**config.mk**
```make
export PLATFORM = sky130hd
export DESIGN_NAME = rgb2bayer
export DESIGN_NICKNAME = d
export VERILOG_FILES = /design/src/rtl/rgb2bayer.sv
export SDC_FILE = /design/constraint.sdc
export NUM_CORES = 1
export LEC_CHECK = 0
export ABC_CLOCK_PERIOD_IN_PS = 4550
export CAP_MARGIN = 40
export CORE_ASPECT_RATIO = 1.1
export CORE_MARGIN = 2
export CORE_UTILIZATION = 30
export DETAILED_ROUTE_END_ITERATION = 16
export GPL_TIMING_DRIVEN = 0
export PLACE_DENSITY_LB_ADDON = 0.3
export SLEW_MARGIN = 25
export SYNTH_ARGS = -nofsm -noshare
export SYNTH_HDL_FRONTEND = slang
export SYNTH_SLANG_ARGS = --single-unit
```
**constraint.sdc**
```tcl
create_clock -name clk -period 4.55 [get_ports clk]
set_input_delay 1.365 -clock clk [delete_from_list [all_inputs] [get_ports clk]]
set_output_delay 1.365 -clock clk [all_outputs]
set_load 0.005 [all_outputs]
```
**src/rtl/rgb2bayer.sv**
```systemverilog
// Re-mosaics a packed {B,G,R} pixel stream into an 8-bit Bayer raw stream.
// Pixel phase follows the demosaic stage: ph = {v[0],h[0]} ^ BAYER.
module rgb2bayer #(
  parameter logic [10:0] RAW_HPIXEL = 11'd1936,
  parameter logic [10:0] RAW_VPIXEL = 11'd1088,
  parameter int          BAYER      = 2
) (
  input  logic        clk,
  input  logic        rstn,
  input  logic        in_sof,
  input  logic        in_href,
  input  logic [23:0] in_rgb,
  output logic        out_href,
  output logic [7:0]  out_raw,
  output logic        out_eol,
  output logic        out_eof,
  output logic [15:0] frame_cnt
);

  localparam logic [10:0] H_LAST   = RAW_HPIXEL - 11'd1;
  localparam logic [10:0] V_LAST   = RAW_VPIXEL - 11'd1;
  localparam logic [1:0]  BAYER_PH = 2'(BAYER);

  logic [10:0] h_cnt_q, h_cnt_d;
  logic [10:0] v_cnt_q, v_cnt_d;
  logic        out_href_q, out_href_d;
  logic [7:0]  out_raw_q, out_raw_d;
  logic        out_eol_q, out_eol_d;
  logic        out_eof_q, out_eof_d;
  logic [15:0] frame_cnt_q, frame_cnt_d;

  logic [10:0] h_cur, v_cur;
  logic [1:0]  ph;
  logic [7:0]  sel;
  logic        last_h, last_v;

  always_comb begin
    // SOF re-addresses the pixel on the same cycle as (0,0)
    h_cur  = in_sof ? 11'd0 : h_cnt_q;
    v_cur  = in_sof ? 11'd0 : v_cnt_q;
    ph     = {v_cur[0], h_cur[0]} ^ BAYER_PH;
    last_h = (h_cur == H_LAST);
    last_v = (v_cur == V_LAST);

    case (ph)
      2'b00:   sel = in_rgb[7:0];
      2'b11:   sel = in_rgb[23:16];
      default: sel = in_rgb[15:8];
    endcase

    h_cnt_d = h_cur;
    v_cnt_d = v_cur;
    if (in_href) begin
      if (last_h) begin
        h_cnt_d = 11'd0;
        v_cnt_d = last_v ? 11'd0 : v_cur + 11'd1;
      end else begin
        h_cnt_d = h_cur + 11'd1;
      end
    end

    out_href_d  = in_href;
    out_raw_d   = in_href ? sel : 8'd0;
    out_eol_d   = in_href & last_h;
    out_eof_d   = in_href & last_h & last_v;
    frame_cnt_d = frame_cnt_q;
    if (out_eof_d) frame_cnt_d = frame_cnt_q + 16'd1;
  end

  always_ff @(posedge clk) begin
    if (!rstn) begin
      h_cnt_q     <= '0;
      v_cnt_q     <= '0;
      out_href_q  <= 1'b0;
      out_raw_q   <= '0;
      out_eol_q   <= 1'b0;
      out_eof_q   <= 1'b0;
      frame_cnt_q <= '0;
    end else begin
      h_cnt_q     <= h_cnt_d;
      v_cnt_q     <= v_cnt_d;
      out_href_q  <= out_href_d;
      out_raw_q   <= out_raw_d;
      out_eol_q   <= out_eol_d;
      out_eof_q   <= out_eof_d;
      frame_cnt_q <= frame_cnt_d;
    end
  end

  assign out_href  = out_href_q;
  assign out_raw   = out_raw_q;
  assign out_eol   = out_eol_q;
  assign out_eof   = out_eof_q;
  assign frame_cnt = frame_cnt_q;

endmodule

```
==> flow_metrics.py <==
metrics = {
    "worst_hold_path": {
        "hold_depth": 2,
        "min_to": "frame_cnt[15]$_SDFFE_PN0P_",
        "min-delay-start": "frame_cnt[15]$_SDFFE_PN0P_",
        "min_path_type": "register to register",
    },
    "placement": {
        "dpl_cell_area_sq_mm": 0.00312,
        "io_buffers": 53,
        "routabilityCongestion": 0.787,
        "place_hpwl_um": 4490,
    },
    "die": {
        "design.die.area_sq_mm": 0.00891,
        "ios": 55,
        "start_util": 0.310,
        "row_count": 34,
        "fp.dieW_um": 90.2,
        "die_height_um": 98.8,
        "core_area_sq_mm": 0.00791,
    },
    "synthesis": {
        "netlist.area_leader.share": 0.400,
        "ys_seq_area_frac": 0.400,
        "syn_area_sq_mm": 0.00245,
        "synth_area_leaders": "dfxtp_1 (40%), a21oi_1 (6.9%), o31ai_1 (5.8%), or4_1 (5.8%), nor2_1 (4.7%)",
        "synth_cells": 292,
        "synth_area_leader_cell": "dfxtp_1",
        "yosysUniqueCellTypes": 36,
        "syn_area_per_cell_sq_um": 8.39,
        "ys_warn_count": 0,
        "syn-num-nets": 325,
        "synth-seq-cells": 49,
    },
    "worst_setup_path": {
        "start_kind": "input port",
        "crit_start": "in_sof",
        "critPathMaxFanout": 10,
        "r2r-end": "frame_cnt[2]$_SDFFE_PN0P_",
        "critical_path_arrival_ns": 4.46,
        "criticalPathCategory": "input port to register",
        "required_ns": 4.77,
        "critPathCaptureType": "register",
        "r2r_slack_ns": 2.21,
        "reg2reg_from": "v_cnt_q[0]$_SDFF_PN0_",
        "rr_worst_depth": 8,
    },
    "sta": {
        "fin_crit_sh": 0.933,
        "final-setup-viol-count": 0,
        "slew_headroom": 0.640,
        "rsz0062_at_grt": "false",
        "worst_pin_slew_ns": 0.536,
        "fin_tns_setup_ns": 0,
        "fin_hold_ws_ns": 0.485,
        "slew_violations": 0,
        "period_minus_slack_ns": 4.25,
        "fin_skew_ns": 0.0127,
        "hold_violations": 0,
        "max_clock_freq_mhz": 235,
    },
    "power": {
        "max-vdd-ir-drop_mv": 0.108,
        "power.total_mw": 0.749,
        "p_per_area_mw_per_mm2": 234,
        "p_leak_nw": 1.03,
    },
    "final_layout": {
        "finalInstanceArea_sq_mm": 0.00321,
        "synthToLayoutAreaGrowth_pct": 30.8,
        "layout_commonest_cell": "clkdlybuf4s50_1",
        "utilization": 0.405,
        "num-nets-final": 385,
        "drive_gt1_frac": 0.0510,
        "final_cell_mix": "clkdlybuf4s50_1 (53), dfxtp_1 (49), a21oi_1 (34)",
        "diodes": 0,
        "fill_cells": 822,
    },
    "routing": {
        "vias": 2422,
        "first_pass_iters": 4,
        "post_drt_wl_per_cell_um": 13.2,
        "viasPerCell": 5.25,
        "drtAntennaViolNets": 0,
        "drc": 0,
        "drtIter0Drc": 105,
        "totalWireLength_um": 6100,
    },
    "grt": {
        "grt_pass1_wl_um": 10500,
        "grt_use_total": 0.141,
        "grt_antenna_before_repair": 0,
        "grt_max_degree": 15,
        "grt_pass1_vias": 2252,
        "grt_overflow": 0,
    },
    "clock_tree": {
        "numCtsBuffers": 5,
        "cts_tree": "yes",
        "cts_sinks": 49,
        "clk_pin_slew_ns": 0.10,
        "htree_levels": 2,
        "root_buffer": "clkbuf_8",
        "cts_hold_buffers": 0,
        "clock_latency_ns": 0.31,
        "clockBufferDepth": 2,
    },
    "status": {
        "status": "finished clean",
    },
    "flow_run": {
        "cap_violations": 0,
    },
}
sequential cells by signal, summed over array words and instances (netlist names):
name and count:
frame_cnt 16, h_cnt_q 11, v_cnt_q 11, out_raw 8, out_eof 1, out_eol 1, out_href 1
stage by stage:
step | worst slack, ns | std cells
finish | 0.303 | 461
global route | 0.00824 | 461
CTS | 0.0259 | 461
detailed placement | -0.417 | 453
global placement | -0.474 | 453
floorplan | 0.977 | 292
worst max-delay path: stages:
cell,delay [ns]
clkdlybuf4s50_1,0.61
clkbuf_2,0.27
clkbuf_1,0.37
nand2b_1,0.22
inv_1,0.08
ha_1,0.24
and4b_1,0.25
nand4_1,0.26
clkbuf_2,0.29
clkbuf_2,0.27
nor3_1,0.08
o21a_1,0.16
timing repair:
action,CTS,global route
hold endpoints to repair,0,0
buffers inserted,0,0
gates resized for setup,1,6
setup endpoints to repair,9,24
cells by family after synthesis:
family                   after synthesis  synth area share
AO/OA/AOI/OAI                         71             0.175
flip-flops                            49             0.400
buffers and inverters                 25            0.0408
multiplexers                           2           0.00817
XOR/XNOR                               9            0.0322
AND/OR/NAND/NOR                      131             0.319
adder cells (fa/ha/maj)                5            0.0255
how the worst max path moves through the flow:
stage / end / cells after the start / slack (ns)
after floorplan: frame_cnt[1]$_SDFFE_PN0P_ / 11 / 0.98
after global placement: frame_cnt[1]$_SDFFE_PN0P_ / 12 / -0.47
after detailed placement: frame_cnt[1]$_SDFFE_PN0P_ / 12 / -0.42
after CTS: frame_cnt[1]$_SDFFE_PN0P_ / 12 / 0.03
after global routing: frame_cnt[12]$_SDFFE_PN0P_ / 12 / 0.008
final: frame_cnt[1]$_SDFFE_PN0P_ / 12 / 0.30
synth_stat cells:
master / instances
nor4_1: 1
buf_1: 1
nand3_1: 8
and4_1: 3
dfxtp_1: 49
or4_1: 19
inv_1: 8
or3_1: 6
o21a_1: 2
mux2i_1: 2
nor3_1: 4
o21ai_0: 3
nand4b_1: 2
clkinv_1: 1
xnor2_1: 7
xor2_1: 2
nand2_1: 16
a22oi_1: 8
nand3b_1: 2
o21ai_1: 5
nor4b_4: 1
and4b_1: 4
a21oi_1: 34
and3b_1: 3
nand4_1: 12
o31ai_1: 19
ha_1: 5
nand2b_1: 4
clkbuf_1: 10
nor4b_1: 1
nor2b_1: 9
buf_2: 5
nand4_2: 2
nor2_1: 31
and3_1: 2
and2_1: 1
layer usage:
layer  global-route usage  share of wire
met1                0.178           0.46
met2                0.239           0.47
met5                    0              0
met4               0.0473          0.011
met3               0.0321          0.055
layout make-up:
type | count | area [sq um] | share of cell area
buffer | 16 | 71.3 | 0.0222
clock buffer | 7 | 76.3 | 0.0238
clock inverter | 1 | 7.51 | 0.00234
inverter | 9 | 33.8 | 0.0105
multi-input combinational | 218 | 1370 | 0.427
sequential | 49 | 981 | 0.306
tap | 108 | 135 | 0.0422
timing repair buffer | 53 | 531 | 0.165
power by group:
group | leakage (nW) | switching [mW] | internal [mW]
Combinational | 0.599 | 0.0249 | 0.0342
Sequential | 0.396 | 0.00154 | 0.433
Clock | 0.0385 | 0.147 | 0.109
Total | 1.03 | 0.173 | 0.576
No activity file was read; power rests on OpenSTA's default activity.
